### src/rtl/fb_port_a_arbiter.sv
`default_nettype none
// ============================================================================
// Module   : fb_port_a_arbiter
// Purpose  : Shares framebuffer write port A between control writes and a
//            background clear sweep that only uses idle cycles.
// Revision : 1.0
// ============================================================================
module fb_port_a_arbiter #(
  parameter int                    ADDR_WIDTH = 12,
  parameter int                    DATA_WIDTH = 8,
  parameter logic [ADDR_WIDTH-1:0] LAST_ADDR  = 12'd4095
) (
  input  logic                  clk_in,
  input  logic                  reset,
  input  logic                  ctrl_we,
  input  logic [ADDR_WIDTH-1:0] ctrl_addr,
  input  logic [DATA_WIDTH-1:0] ctrl_data,
  input  logic                  clear_start,
  input  logic [DATA_WIDTH-1:0] clear_value,
  input  logic                  clear_abort,
  output logic [ADDR_WIDTH-1:0] ram_address,
  output logic [DATA_WIDTH-1:0] ram_data_out,
  output logic                  ram_write_enable,
  output logic                  ram_clk_enable,
  output logic                  clear_busy,
  output logic                  clear_done,
  output logic [7:0]            preempt_count
);

  localparam logic [1:0] c_st_idle  = 2'd0;
  localparam logic [1:0] c_st_clear = 2'd1;
  localparam logic [1:0] c_st_done  = 2'd2;

  logic [1:0]            r_state;
  logic [1:0]            w_state_nxt;
  logic [ADDR_WIDTH-1:0] r_clr_addr;
  logic [ADDR_WIDTH-1:0] w_clr_addr_nxt;
  logic [DATA_WIDTH-1:0] r_fill;
  logic [DATA_WIDTH-1:0] w_fill_nxt;
  logic [7:0]            r_pcnt;
  logic [7:0]            w_pcnt_nxt;
  logic                  w_we;
  logic [ADDR_WIDTH-1:0] w_addr;
  logic [DATA_WIDTH-1:0] w_data;
  logic                  w_busy;
  logic                  w_done;
  logic                  r_we;
  logic [ADDR_WIDTH-1:0] r_addr;
  logic [DATA_WIDTH-1:0] r_data;
  logic                  r_busy;
  logic                  r_done;

  always_ff @(posedge clk_in or negedge reset) begin
    if (!reset) r_state <= c_st_idle;
    else        r_state <= w_state_nxt;
  end

  always_comb begin
    w_state_nxt = r_state;
    case (r_state)
      c_st_idle:  if (clear_start) w_state_nxt = c_st_clear;
      c_st_clear: begin
        // Abort wins over completion when both land in the same cycle.
        if (clear_abort)                               w_state_nxt = c_st_idle;
        else if (!ctrl_we && r_clr_addr == LAST_ADDR)  w_state_nxt = c_st_done;
      end
      c_st_done:  w_state_nxt = c_st_idle;
      default:    w_state_nxt = c_st_idle;
    endcase
  end

  always_comb begin
    w_we           = ctrl_we;
    w_addr         = ctrl_we ? ctrl_addr : '0;
    w_data         = ctrl_we ? ctrl_data : '0;
    w_busy         = 1'b0;
    w_done         = 1'b0;
    w_clr_addr_nxt = r_clr_addr;
    w_fill_nxt     = r_fill;
    w_pcnt_nxt     = r_pcnt;
    case (r_state)
      c_st_idle: begin
        if (clear_start) begin
          w_fill_nxt     = clear_value;
          w_clr_addr_nxt = '0;
          w_pcnt_nxt     = 8'd0;
        end
      end
      c_st_clear: begin
        if (!clear_abort) begin
          w_busy = 1'b1;
          if (ctrl_we) begin
            if (r_pcnt != 8'hFF) w_pcnt_nxt = r_pcnt + 8'd1;
          end else begin
            w_we   = 1'b1;
            w_addr = r_clr_addr;
            w_data = r_fill;
            // Hold at the final address so the sweep never wraps.
            if (r_clr_addr != LAST_ADDR) w_clr_addr_nxt = r_clr_addr + 1'b1;
          end
        end
      end
      c_st_done: w_done = 1'b1;
      default: ;
    endcase
  end

  always_ff @(posedge clk_in or negedge reset) begin
    if (!reset) begin
      r_clr_addr <= '0;
      r_fill     <= '0;
      r_pcnt     <= 8'd0;
      r_we       <= 1'b0;
      r_addr     <= '0;
      r_data     <= '0;
      r_busy     <= 1'b0;
      r_done     <= 1'b0;
    end else begin
      r_clr_addr <= w_clr_addr_nxt;
      r_fill     <= w_fill_nxt;
      r_pcnt     <= w_pcnt_nxt;
      r_we       <= w_we;
      r_addr     <= w_addr;
      r_data     <= w_data;
      r_busy     <= w_busy;
      r_done     <= w_done;
    end
  end

  assign ram_address      = r_addr;
  assign ram_data_out     = r_data;
  assign ram_write_enable = r_we;
  assign ram_clk_enable   = r_we;
  assign clear_busy       = r_busy;
  assign clear_done       = r_done;
  assign preempt_count    = r_pcnt;

endmodule
`default_nettype wire

### config.mk
export PLATFORM = sky130hd
export DESIGN_NAME = fb_port_a_arbiter
export DESIGN_NICKNAME = d
export VERILOG_FILES = /design/src/rtl/fb_port_a_arbiter.sv
export SDC_FILE = /design/constraint.sdc
export NUM_CORES = 1
export LEC_CHECK = 0
export CAP_MARGIN = 20
export CELL_PAD_IN_SITES_DETAIL_PLACEMENT = 1
export CELL_PAD_IN_SITES_GLOBAL_PLACEMENT = 2
export CORE_ASPECT_RATIO = 1.25
export CORE_MARGIN = 2
export CORE_UTILIZATION = 34
export CTS_BUF_LIST = sky130_fd_sc_hd__clkbuf_2
export CTS_CLUSTER_SIZE = 10
export DETAILED_ROUTE_END_ITERATION = 10
export PLACE_DENSITY_LB_ADDON = 0.1
export SYNTH_ARGS = -nofsm -noshare
export SYNTH_HDL_FRONTEND = slang
export SYNTH_SLANG_ARGS = --single-unit
### constraint.sdc
create_clock -name clk_in -period 4.36 [get_ports clk_in]
set_clock_uncertainty 0.2 [all_clocks]
set_input_delay 0.654 -clock clk_in [delete_from_list [all_inputs] [get_ports clk_in]]
set_output_delay 0.654 -clock clk_in [all_outputs]
set_load 0.005 [all_outputs]
Word level (Yosys, flattened, before mapping)
Index checks and enable logic that the tools add are counted.
Word-level totals
  register bits: 53
  bits of input ports: 33
  output and inout port bits: 32
  logic and storage cells: 58
Cells by class
  add/subtract/negate cells: 2
  equal/unequal tests: 12
  multiplexer cells: 27
  reduce and logical (&&, ||, !) cells: 8
Operator list (count)
  two-way mux 12 bit: 8
  two-way mux 8 bit: 8
  case mux 12 bit (2 select lines): 1
  case mux 8 bit (2 select lines): 1
  adder 12 x 1 -> 12 bit (second input constant): 1
  == test 12 bit (second input constant): 1
  inequality test 12 bit (second input constant): 1
  inequality test 2 bit (second input constant): 6
  AND reduction 5 bit: 2
  adder 8 x 1 -> 8 bit (second input constant): 1
  inequality test 8 bit (second input constant): 1
  two-way mux 2 bit: 3
  two-way mux 1 bit: 5
  case mux 2 bit (2 select lines): 1
  AND reduction 2 bit: 2
  inequality test 3 bit (second input constant): 1
  == test 2 x 1 -> 1 bit (second input constant): 1
  == test 2 bit (second input constant): 1
  zero test 2 bit: 1
  nonzero test 2 bit: 1
  logical AND 1 bit: 1
  zero test 1 bit: 1

Depth between registers and ports, before layout
Gate-level depths: netlist of the first run.
  depth after elaboration: 5
  mapped depth: 6
  gate-level depth less buffers: 5

Worst setup path after synthesis of the first run
Ideal clock, no wire load.
  kind: input-to-reg
  start: in clear_start
  end: reg r_fill[6]
  setup time: 127 ps
  arrival: 1589 ps
  required time: 4033 ps
  slack: 2443 ps
  cell stages on the path: 5
  path buffers: 2
  path through: nand2b_4 > or3_1 > buf_2 > buf_6 > mux2_1
Between the ends
  longest elaborated chain between the ends: 1
RTL lines
  from (decl): RTL line 18  | input logic clear_start,
  AND reduction 2 bit (no line)
  to (signal assigned): RTL line 120  | r_fill <= w_fill_nxt;
  to (decl): RTL line 38  | logic [DATA_WIDTH-1:0] r_fill;
No other way between the ends.
A chain may end at the register's enable or synchronous reset.

Worst setup path in the final report of the first run
  start: in clear_abort
  end: reg r_clr_addr[2]
Between the ends
  longest elaborated chain between the ends: 2
RTL lines
  from (decl): RTL line 20  | input logic clear_abort,
  inequality test 2 bit (no line)
  AND reduction 5 bit (no line)
  to (signal assigned): RTL line 119  | r_clr_addr <= w_clr_addr_nxt;
  to (decl): RTL line 36  | logic [ADDR_WIDTH-1:0] r_clr_addr;
No other way between the ends.

==> out/results.tsv, run 1 <==
stage	metric	value	unit
finish	antenna_cells	0	
floorplan	start_util	35.1	%
clocking	root_buffer	clkbuf_2	
power	leakage	0.00130	µW
timing	tightest_slew	0.780	ns
logic_synthesis	ys_warn_count	0	
logic_synthesis	synthTopCellsByArea	dfrtp_1 (54%), a22o_1 (6.1%), nand2_1 (3.8%), mux2_1 (3.7%), o21ai_0 (2.0%)	
clocking	cts_hold_repair.buffers	0	
clocking	cts_tree	done	
logic_synthesis	avgSynthCellArea	11.1	µm²
finish	multiInputGateArea	1020	µm²
logic_synthesis	synth_top_cell_by_area	dfrtp_1	
floorplan	die_area	7900	µm²
job	maxCapViolations	0	
floorplan	num_rows	34	
clocking	clk_pin_slew_worst_paths	0.27	ns
floorplan	fp.coreArea	6980	µm²
finish	fin_nets	316	
timing	rsz0062_at_grt	no	
finish	regArea	1330	µm²
logic_synthesis	yosysMostFrequentCell	dfrtp_1	
drt	ant_nets	0	
worst_setup_path	end_kind	flop	
logic_synthesis	yosys_most_used_dff	dfrtp_1	
clocking	cts_made_buffers	5	
power	p_per_area	375	nW/µm²
finish	stdcell_area	3190	µm²
clocking	htree_levels	2	
finish	drive_gt1_share	6.74	%
clocking	insertion_delay	0.45	ns
worst_setup_path	critical_path_arrival	2.70	ns
timing	hold_violations	0	
worst_setup_path	start_kind	primary input	
worst_setup_path	worstPathRequired	4.54	ns
placed_design	dp_cells	364	
global_route	grtUsageTotal	16.6	%
drt	drt_pre_antenna_iters	4	
logic_synthesis	ys_async_sr_fraction	100	%
logic_synthesis	synth_edf_count	0	
logic_synthesis	yosysSeqAreaShare	54.1	%
clocking	clkSinkCount	53	
floorplan	ios	65	
drt	wire_per_inst	17.1	µm
worst_setup_path	critPathKind	in -> reg	
drt	wl_met2	3140	µm
timing	slew_violations	0	
finish	area_growth	30.0	%
clocking	clk_path_buf_depth	2	
logic_synthesis	synth_top_cell_area_share	54.1	%
clocking	post_cts_buffers	0	
drt	avgViaCountPerCell	5.25	
placed_design	finalWeightedCongestion	0.869	
timing	setup_tns	0	ns
timing	fmax	0.396	GHz
timing	period_share	57.9	%
logic_synthesis	ys_ff_latch	53	
logic_synthesis	synth_area	2450	µm²
timing	max_slew_margin	46.6	%
worst_setup_path	cp_max_fo	16	
global_route	grt_max_degree	54	
timing	setup_viol	0	
placed_design	portBuffers	64	
clocking	cts_resized	0	
drt	drtIter0Drc	104	
logic_synthesis	synth_cell_types	49	
placed_design	placed_cell_area	3140	µm²
global_route	grt_pass1_wl	10200	µm
drt	met3_length	266	µm
global_route	first_global_vias	1986	
drt	drc	0	
worst_hold_path	hold_class	in -> async	
timing	holdWs	0.0745	ns
logic_synthesis	yosys-top-cells-count	dfrtp_1 (53), nand2_1 (25), a22o_1 (17)	
drt	vias	1954	
global_route	antenna_found_initial	0	
logic_synthesis	synth_fp_nets	256	
floorplan	dieHeight	98.9	µm
timing	min_period	2.52	ns
drt	routed_wl	6350	µm
finish	stdcell_count	372	
drt	met1_length	2850	µm
logic_synthesis	synth_cells	221	
finish	fill_cells	790	
floorplan	die_w	79.9	µm
global_route	grt-ovfl-total	0	
drt	top_layer	met4	
placed_design	hpwl	4480	µm
status	status	complete, no violations	
power	ir_drop	153	µV
## worst max-delay path: stages
cell             delay [ns]
clkdlybuf4s50_1        0.44
or3b_1                 0.58
nor2_2                 0.55
nand2b_1               0.21
o32ai_1                0.26
## stage by stage
step                      total power, µW  setup WS (ns)  util, %
after floorplan                       846           2.44        -
after global placement               1000           1.38     45.0
after detailed placement             1010           1.30     45.0
after CTS                            1220           1.79     45.7
after global routing                 1280           1.69     45.7
final                                1190           1.84     45.7
## state kept, by name, summed over array words and instances, names as in the netlist
signal          flops
r_clr_addr         12
ram_address        12
preempt_count       8
r_fill              8
ram_data_out        8
r_state             2
clear_busy          1
clear_done          1
ram_clk_enable      1
## cell families after synthesis
| family | synth area share (%) |
|---|---|
| AO/OA/AOI/OAI | 19.8 |
| adder cells (fa/ha/maj) | 1.02 |
| buffers and inverters | 4.19 |
| flip-flops | 54.1 |
| multiplexers | 4.09 |
| AND/OR/NAND/NOR | 16.8 |
## report_power, final
part | total (µW) | switching, µW | internal, µW
clock | 202 | 161 | 41.2
combinational | 331 | 169 | 161
sequential | 662 | 80.2 | 582
total | 1190 | 410 | 784
## worst paths after layout
| check | startpoint | to | slack, ns | depth (start not counted) |
|---|---|---|---|---|
| hold / removal | reset | ram_data_out[3] | 0.07 | 2 |
| setup reg to reg | r_state[1] | r_clr_addr[2] | 1.90 | 4 |
| hold reg to reg | r_fill[5] | ram_data_out[5] | 0.33 | 1 |
| max in group asynchronous | reset | ram_address[10] | 3.44 | 2 |
| min in group clk_in | r_fill[5] | ram_data_out[5] | 0.33 | 1 |
| setup / recovery | clear_abort | r_clr_addr[2] | 1.84 | 5 |
## placed cells by master (no fill, tap or decap), drive strengths merged, types with 2 or more instances in the layout
master         count
nor3               4
o21ai             15
dfrtp             53
nor2               7
clkbuf             6
clkdlybuf4s50     63
a32o               2
a21o               3
mux2               8
a211oi             5
nand2b             7
nor4               8
nor2b              3
ha                 2
o211ai             2
a22o              17
a2111oi            3
and4               2
o311ai             4
buf                3
nand3              5
a21oi              3
inv                8
a32oi              2
o32ai              3
clkinvlp           2
nand2             25
nand4              4
or3                2
## metal layers
layer / track usage (%) / up-vias
met2: 27.4 / 47
met5: 0 / -
met1: 21.8 / 953
met3: 3.39 / 8
li1: - / 946
met4: 5.08 / 0
## layout make-up
| type | instances | share of cell area, % |
|---|---|---|
| inverter | 8 | 0.943 |
| clock inverter | 2 | 0.471 |
| multi-input combinational | 147 | 32.1 |
| clock buffer | 6 | 0.943 |
| tap | 90 | 3.53 |
| sequential | 53 | 41.6 |
| timing repair buffer | 66 | 20.4 |
(Power assumes the default switching activity.)
==> run 2, diff against run 1 <==
CORE_UTILIZATION = 28   (was 34)
clock period = 2.2 ns   (was 4.36 ns; I/O delays follow)
==> run 2 against run 1 <==
Die area grew 20%. Critical path depth shrank 4. First-iteration DRC count shrank 64%. Critical path type is now reg -> out. Largest cell class unchanged. Highest routed layer unchanged.
==> out/results.tsv, run 2 (synthesized netlist as in run 1, its figures left out) <==
stage	metric	value	unit	change
floorplan	die_w	87.7	µm	+9.7%
power	power_frac_seq	52.2	%	-3.2 points
worst_setup_path	crit_buf_inv	1		unchanged
finish	area_growth	39.4	%	
worst_setup_path	cp_slowest_stage_delay	0.54	ns	-0.04 ns
drt	drt_pre_antenna_iters	4		unchanged
clocking	root_buffer	clkbuf_2		
finish	stdcell_count	423		+14%
drt	wire_per_inst	16.4	µm	-4.2%
global_route	grt_max_degree	21		-61%
clocking	htree_levels	2		unchanged
floorplan	num_rows	38		+12%
power	leakage	0.00141	µW	+8.8%
clocking	clkSinkCount	53		unchanged
clocking	insertion_delay	0.47	ns	+0.02 ns
timing	max_slew_margin	60.0	%	+13 points
finish	antenna_cells	0		unchanged
worst_setup_path	cp-startpoint	preempt_count[2]		
timing	min_period	2.06	ns	
placed_design	dp_cells	414		+14%
finish	final_cell_mix	clkdlybuf4s50_1 (63), dfrtp_1 (52), nand2_1 (25)		
global_route	grt_pass1_wl	11900	µm	+16%
worst_setup_path	critical_path_arrival	1.53	ns	-1.17 ns
power	p_sw_share	34.5	%	+0.14 points
timing	rsz0062_at_grt	no		
worst_setup_path	cpMaxStageDelayCell	clkdlybuf4s50_1		
floorplan	start_util	28.5	%	-6.6 points
drt	avgViaCountPerCell	4.90		-6.7%
clocking	clk_path_buf_depth	2		unchanged
timing	fmax	0.485	GHz	
power	comb_power_share	30.2	%	+2.5 points
clocking	cts_tree	done		
power	switching_power	857	µW	+110%
power	p_int	1630	µW	+110%
status	status	complete, no violations		
drt	vias	2073		+6.1%
placed_design	dp_slack	-0.0534	ns	-1.35 ns
global_route	first_global_vias	2302		+16%
worst_setup_path	cp_top_family	buffers and inverters		
placed_design	hpwl	5070	µm	+13%
finish	layout_commonest_cell	clkdlybuf4s50_1		
clocking	cts_made_buffers	5		unchanged
worst_setup_path	worstPathRequired	1.67	ns	-2.87 ns
power	p_per_area	728	nW/µm²	+94%
timing	setup_viol	0		unchanged
power	p_clk_share	17.7	%	+0.8 points
worst_hold_path	hold_class	in -> async		
finish	drive_gt1_share	13.2	%	+6.5 points
clocking	post_cts_buffers	0		unchanged
floorplan	die_area	9520	µm²	+20%
finish	fin_nets	337		+6.6%
timing	finalWorstSetupSlack	0.138	ns	-1.70 ns
clocking	clk_pin_slew_worst_paths	0.31	ns	+0.04 ns
job	maxCapViolations	0		unchanged
power	ir_drop	231	µV	+51%
drt	ant_nets	0		unchanged
drt	drc	0		unchanged
finish	final_util	39.7	%	-6.0 points
floorplan	fp.coreArea	8610	µm²	+23%
worst_setup_path	critPathKind	reg -> out		
global_route	grtUsageTotal	16.2	%	-0.37 points
floorplan	ios	65		unchanged
global_route	grt-ovfl-total	0		unchanged
worst_setup_path	cp_cell_sequence	clkdlybuf4s50_1		
drt	routed_wl	6920	µm	+9.0%
global_route	antenna_found_initial	0		unchanged
drt	drtIter0Drc	37		-64%
worst_setup_path	end_kind	primary output		
worst_setup_path	r2r_start	r_clr_addr[1]		
timing	tightest_slew	0.599	ns	-0.181 ns
timing	hold_violations	0		unchanged
placed_design	portBuffers	64		unchanged
timing	period_share	93.7	%	
timing	slew_violations	0		unchanged
floorplan	dieHeight	109	µm	+9.8%
worst_setup_path	start_kind	flop		
placed_design	finalWeightedCongestion	0.777		-11%
worst_setup_path	cp_max_fo	6		-10
[run 2: cell count changes in the layout (fill, tap and decap cells not counted)]
cell,delta
clkinvlp_4,-1
inv_6,+2
clkbuf_2,-1
dfrtp_1,-1
buf_12,+2
buf_4,+18
dfrtp_2,+1
dlygate4sd3_1,+1
[run 2: worst paths after layout]
path                                    end  slack [ns]  depth (start not counted)
hold / removal              ram_data_out[4]        0.15                          2
setup / recovery           preempt_count[2]        0.14                          1
setup reg to reg                 r_state[0]        0.28                          6
hold reg to reg             ram_data_out[6]        0.33                          1
max in group asynchronous     r_clr_addr[9]        1.15                          3
min in group clk_in         ram_address[10]        0.18                          3
[run 2: layer usage]
metal / global-route usage, % / vias up / wire length, µm
met3: 2.60 / 6 / 232
li1: - / 990 / -
met5: 0 / - / 0
met4: 5.05 / 0 / 76
met1: 21.5 / 1033 / 3110
met2: 27.1 / 44 / 3500
[run 2: power by group through the flow]
| stage | sequential (µW) | clock [µW] | combinational [µW] |
|---|---|---|---|
| 2_1_floorplan | 1290 | 0 | 383 |
| 3_3_place_gp | 1310 | 0 | 755 |
| 3_5_place_dp | 1320 | 0 | 768 |
| 4_1_cts | 1300 | 475 | 771 |
| 5_1_grt | 1340 | 502 | 850 |
| 6_report | 1300 | 439 | 749 |
[run 2: per-stage QoR]
step,hold WS [ns],TNS (ns),cell area [µm²],power (µW)
finish,0.154,0,3410,2480
CTS,0.123,0,3410,2550
floorplan,-0.166,0,2450,1680
detailed placement,0.173,-0.115,3350,2090
global placement,0.164,-0.0510,3350,2070
global route,0.137,0,3410,2690
[run 2: what timing repair did]
item                                    CTS  global route
hold buffers                              1             0
endpoints found under the setup margin    0             1
resized for setup                         0             1
endpoints found under the hold margin    53             0
[run 2: layout make-up]
class / count / area, µm²
inverters: 8 / 30.0
flip-flops and latches: 53 / 1330
clock buffers: 5 / 25.0
repair buffers: 87 / 836
clock inverters: 3 / 25.0
fillers: 953 / 5190
well taps: 120 / 150
multi-input cells: 147 / 1020
==> run 3, diff against run 2 <==
CORE_UTILIZATION = 34   (was 28)
clock period = 2.55 ns   (was 2.2 ns; I/O delays follow)
==> run 3 against run 2 <==
Largest cell class unchanged. Core utilization up 7.3 points. Critical endpoint is now preempt_count[7]. Clock power down 22%. Hold slack worse by 0.066 ns.
==> out/results.tsv, run 3 (synthesized netlist as in run 1, its figures left out) <==
stage	metric	value	unit	change
finish	stdcell_count	384		-9.2%
worst_setup_path	cp_slowest_stage_delay	0.57	ns	+0.03 ns
drt	wire_per_inst	16.6	µm	+1.7%
clocking	clk_path_buf_depth	2		unchanged
placed_design	placed_cell_area	3220	µm²	-3.9%
timing	rsz0062_at_grt	no		
timing	max_slew_margin	63.8	%	+3.8 points
worst_hold_path	hold_class	in -> async		
drt	avgViaCountPerCell	5.32		+8.6%
placed_design	dp_cells	375		-9.4%
finish	final_cell_mix	clkdlybuf4s50_1 (63), dfrtp_1 (53), nand2_1 (25)		
floorplan	ios	65		unchanged
power	switching_power	705	µW	-18%
worst_setup_path	critical_path_arrival	1.55	ns	+0.02 ns
timing	fmax	0.469	GHz	
status	status	complete, no violations		
clocking	root_buffer	clkbuf_2		
power	ir_drop	298	µV	+29%
drt	ant_nets	0		unchanged
drt	drt_pre_antenna_iters	4		unchanged
clocking	clk_pin_slew_worst_paths	0.26	ns	-0.05 ns
worst_setup_path	end_kind	primary output		
floorplan	dieHeight	98.9	µm	-8.9%
drt	drc	0		unchanged
floorplan	fp.coreArea	6980	µm²	-19%
timing	min_period	2.13	ns	
floorplan	die_w	79.9	µm	-8.8%
job	maxCapViolations	0		unchanged
clocking	cts_made_buffers	5		unchanged
global_route	grt_max_degree	29		+38%
worst_setup_path	cp_cell_sequence	clkdlybuf4s50_1		
finish	stdcell_area	3280	µm²	-4.0%
clocking	insertion_delay	0.43	ns	-0.04 ns
timing	holdWs	0.0882	ns	-0.0659 ns
global_route	first_global_vias	2129		-7.5%
drt	vias	2043		-1.4%
placed_design	dp_slack	0.184	ns	+0.237 ns
power	p_per_area	633	nW/µm²	-13%
clocking	clkSinkCount	53		unchanged
power	p_sw_share	34.0	%	-0.52 points
drt	drtIter0Drc	85		+130%
floorplan	die_area	7900	µm²	-17%
placed_design	hpwl	4810	µm	-5.0%
floorplan	num_rows	34		-11%
timing	setup_tns	0	ns	unchanged
worst_setup_path	cp_max_fo	8		+2
drt	routed_wl	6390	µm	-7.6%
global_route	antenna_found_initial	0		unchanged
timing	slew_violations	0		unchanged
power	leakage	0.00136	µW	-4.0%
power	p_int	1370	µW	-16%
power	comb_power_share	29.1	%	-1.1 points
floorplan	start_util	35.1	%	+6.6 points
placed_design	portBuffers	64		unchanged
finish	layout_commonest_cell	clkdlybuf4s50_1		
finish	antenna_cells	0		unchanged
global_route	grtUsageTotal	17.2	%	+0.99 points
global_route	grt-ovfl-total	0		unchanged
finish	drive_gt1_share	10.2	%	-3.0 points
finish	area_growth	33.8	%	
timing	tightest_slew	0.542	ns	-0.0564 ns
worst_setup_path	cpMaxStageDelayCell	dfrtp_1		
timing	finalWorstSetupSlack	0.416	ns	+0.278 ns
clocking	post_cts_buffers	0		unchanged
global_route	grt_pass1_wl	10700	µm	-10%
timing	setup_viol	0		unchanged
clocking	htree_levels	2		unchanged
power	power_frac_seq	54.4	%	+2.2 points
worst_setup_path	start_kind	flop		
worst_setup_path	worstPathRequired	1.97	ns	+0.30 ns
power	p_clk_share	16.5	%	-1.2 points
worst_setup_path	crit_buf_inv	1		unchanged
timing	period_share	83.7	%	
finish	fin_nets	328		-2.7%
placed_design	finalWeightedCongestion	0.869		+12%
worst_setup_path	cp_top_family	flip-flops		
timing	hold_violations	0		unchanged
worst_setup_path	critPathKind	reg -> out		
clocking	cts_tree	done		
-- run 3: final timing paths --
check	from	endpoint	slack [ns]	cells past startpoint
worst max-delay path	preempt_count[7]	preempt_count[7]	0.42	1
worst min-delay path	reset	ram_data_out[3]	0.09	2
worst max register to register	r_clr_addr[0]	r_state[0]	0.44	5
worst min register to register	r_fill[4]	ram_data_out[4]	0.33	1
max in group asynchronous	reset	r_clr_addr[4]	1.48	3
min in group clk_in	ctrl_addr[10]	ram_address[10]	0.26	3
-- run 3: layout make-up --
class / count / area [µm²]
clock buffer: 6 / 30.0
tap: 90 / 113
timing repair buffer: 78 / 743
multi-input combinational: 147 / 1020
fill: 803 / 3700
sequential: 53 / 1330
inverter: 8 / 30.0
clock inverter: 2 / 15.0
-- run 3: power by group through the flow --
stage / Clock [µW] / Combinational [µW] / Sequential [µW]
2_1_floorplan: 0 / 331 / 1120
3_3_place_gp: 0 / 601 / 1140
3_5_place_dp: 0 / 616 / 1150
4_1_cts: 365 / 619 / 1130
5_1_grt: 396 / 680 / 1160
6_report: 342 / 604 / 1130
-- run 3: timing repair --
item                                   in CTS  in global routing
gates resized for setup                     0                  0
endpoints found under the hold margin      53                  0
hold buffers                                1                  0
-- run 3: layer usage --
layer	share of wire [%]	up-vias	track usage [%]
met1	45	1008	23.1
met3	3.9	6	3.11
li1	-	978	-
met2	50	51	28.4
met4	0.94	0	4.82
met5	0	-	0
-- run 3: per-stage QoR --
| step | util [%] | total power, µW |
|---|---|---|
| after floorplan | - | 1450 |
| after global placement | 46.2 | 1740 |
| after detailed placement | 46.2 | 1760 |
| after CTS | 47.0 | 2120 |
| after global routing | 47.0 | 2230 |
| final | 47.0 | 2080 |
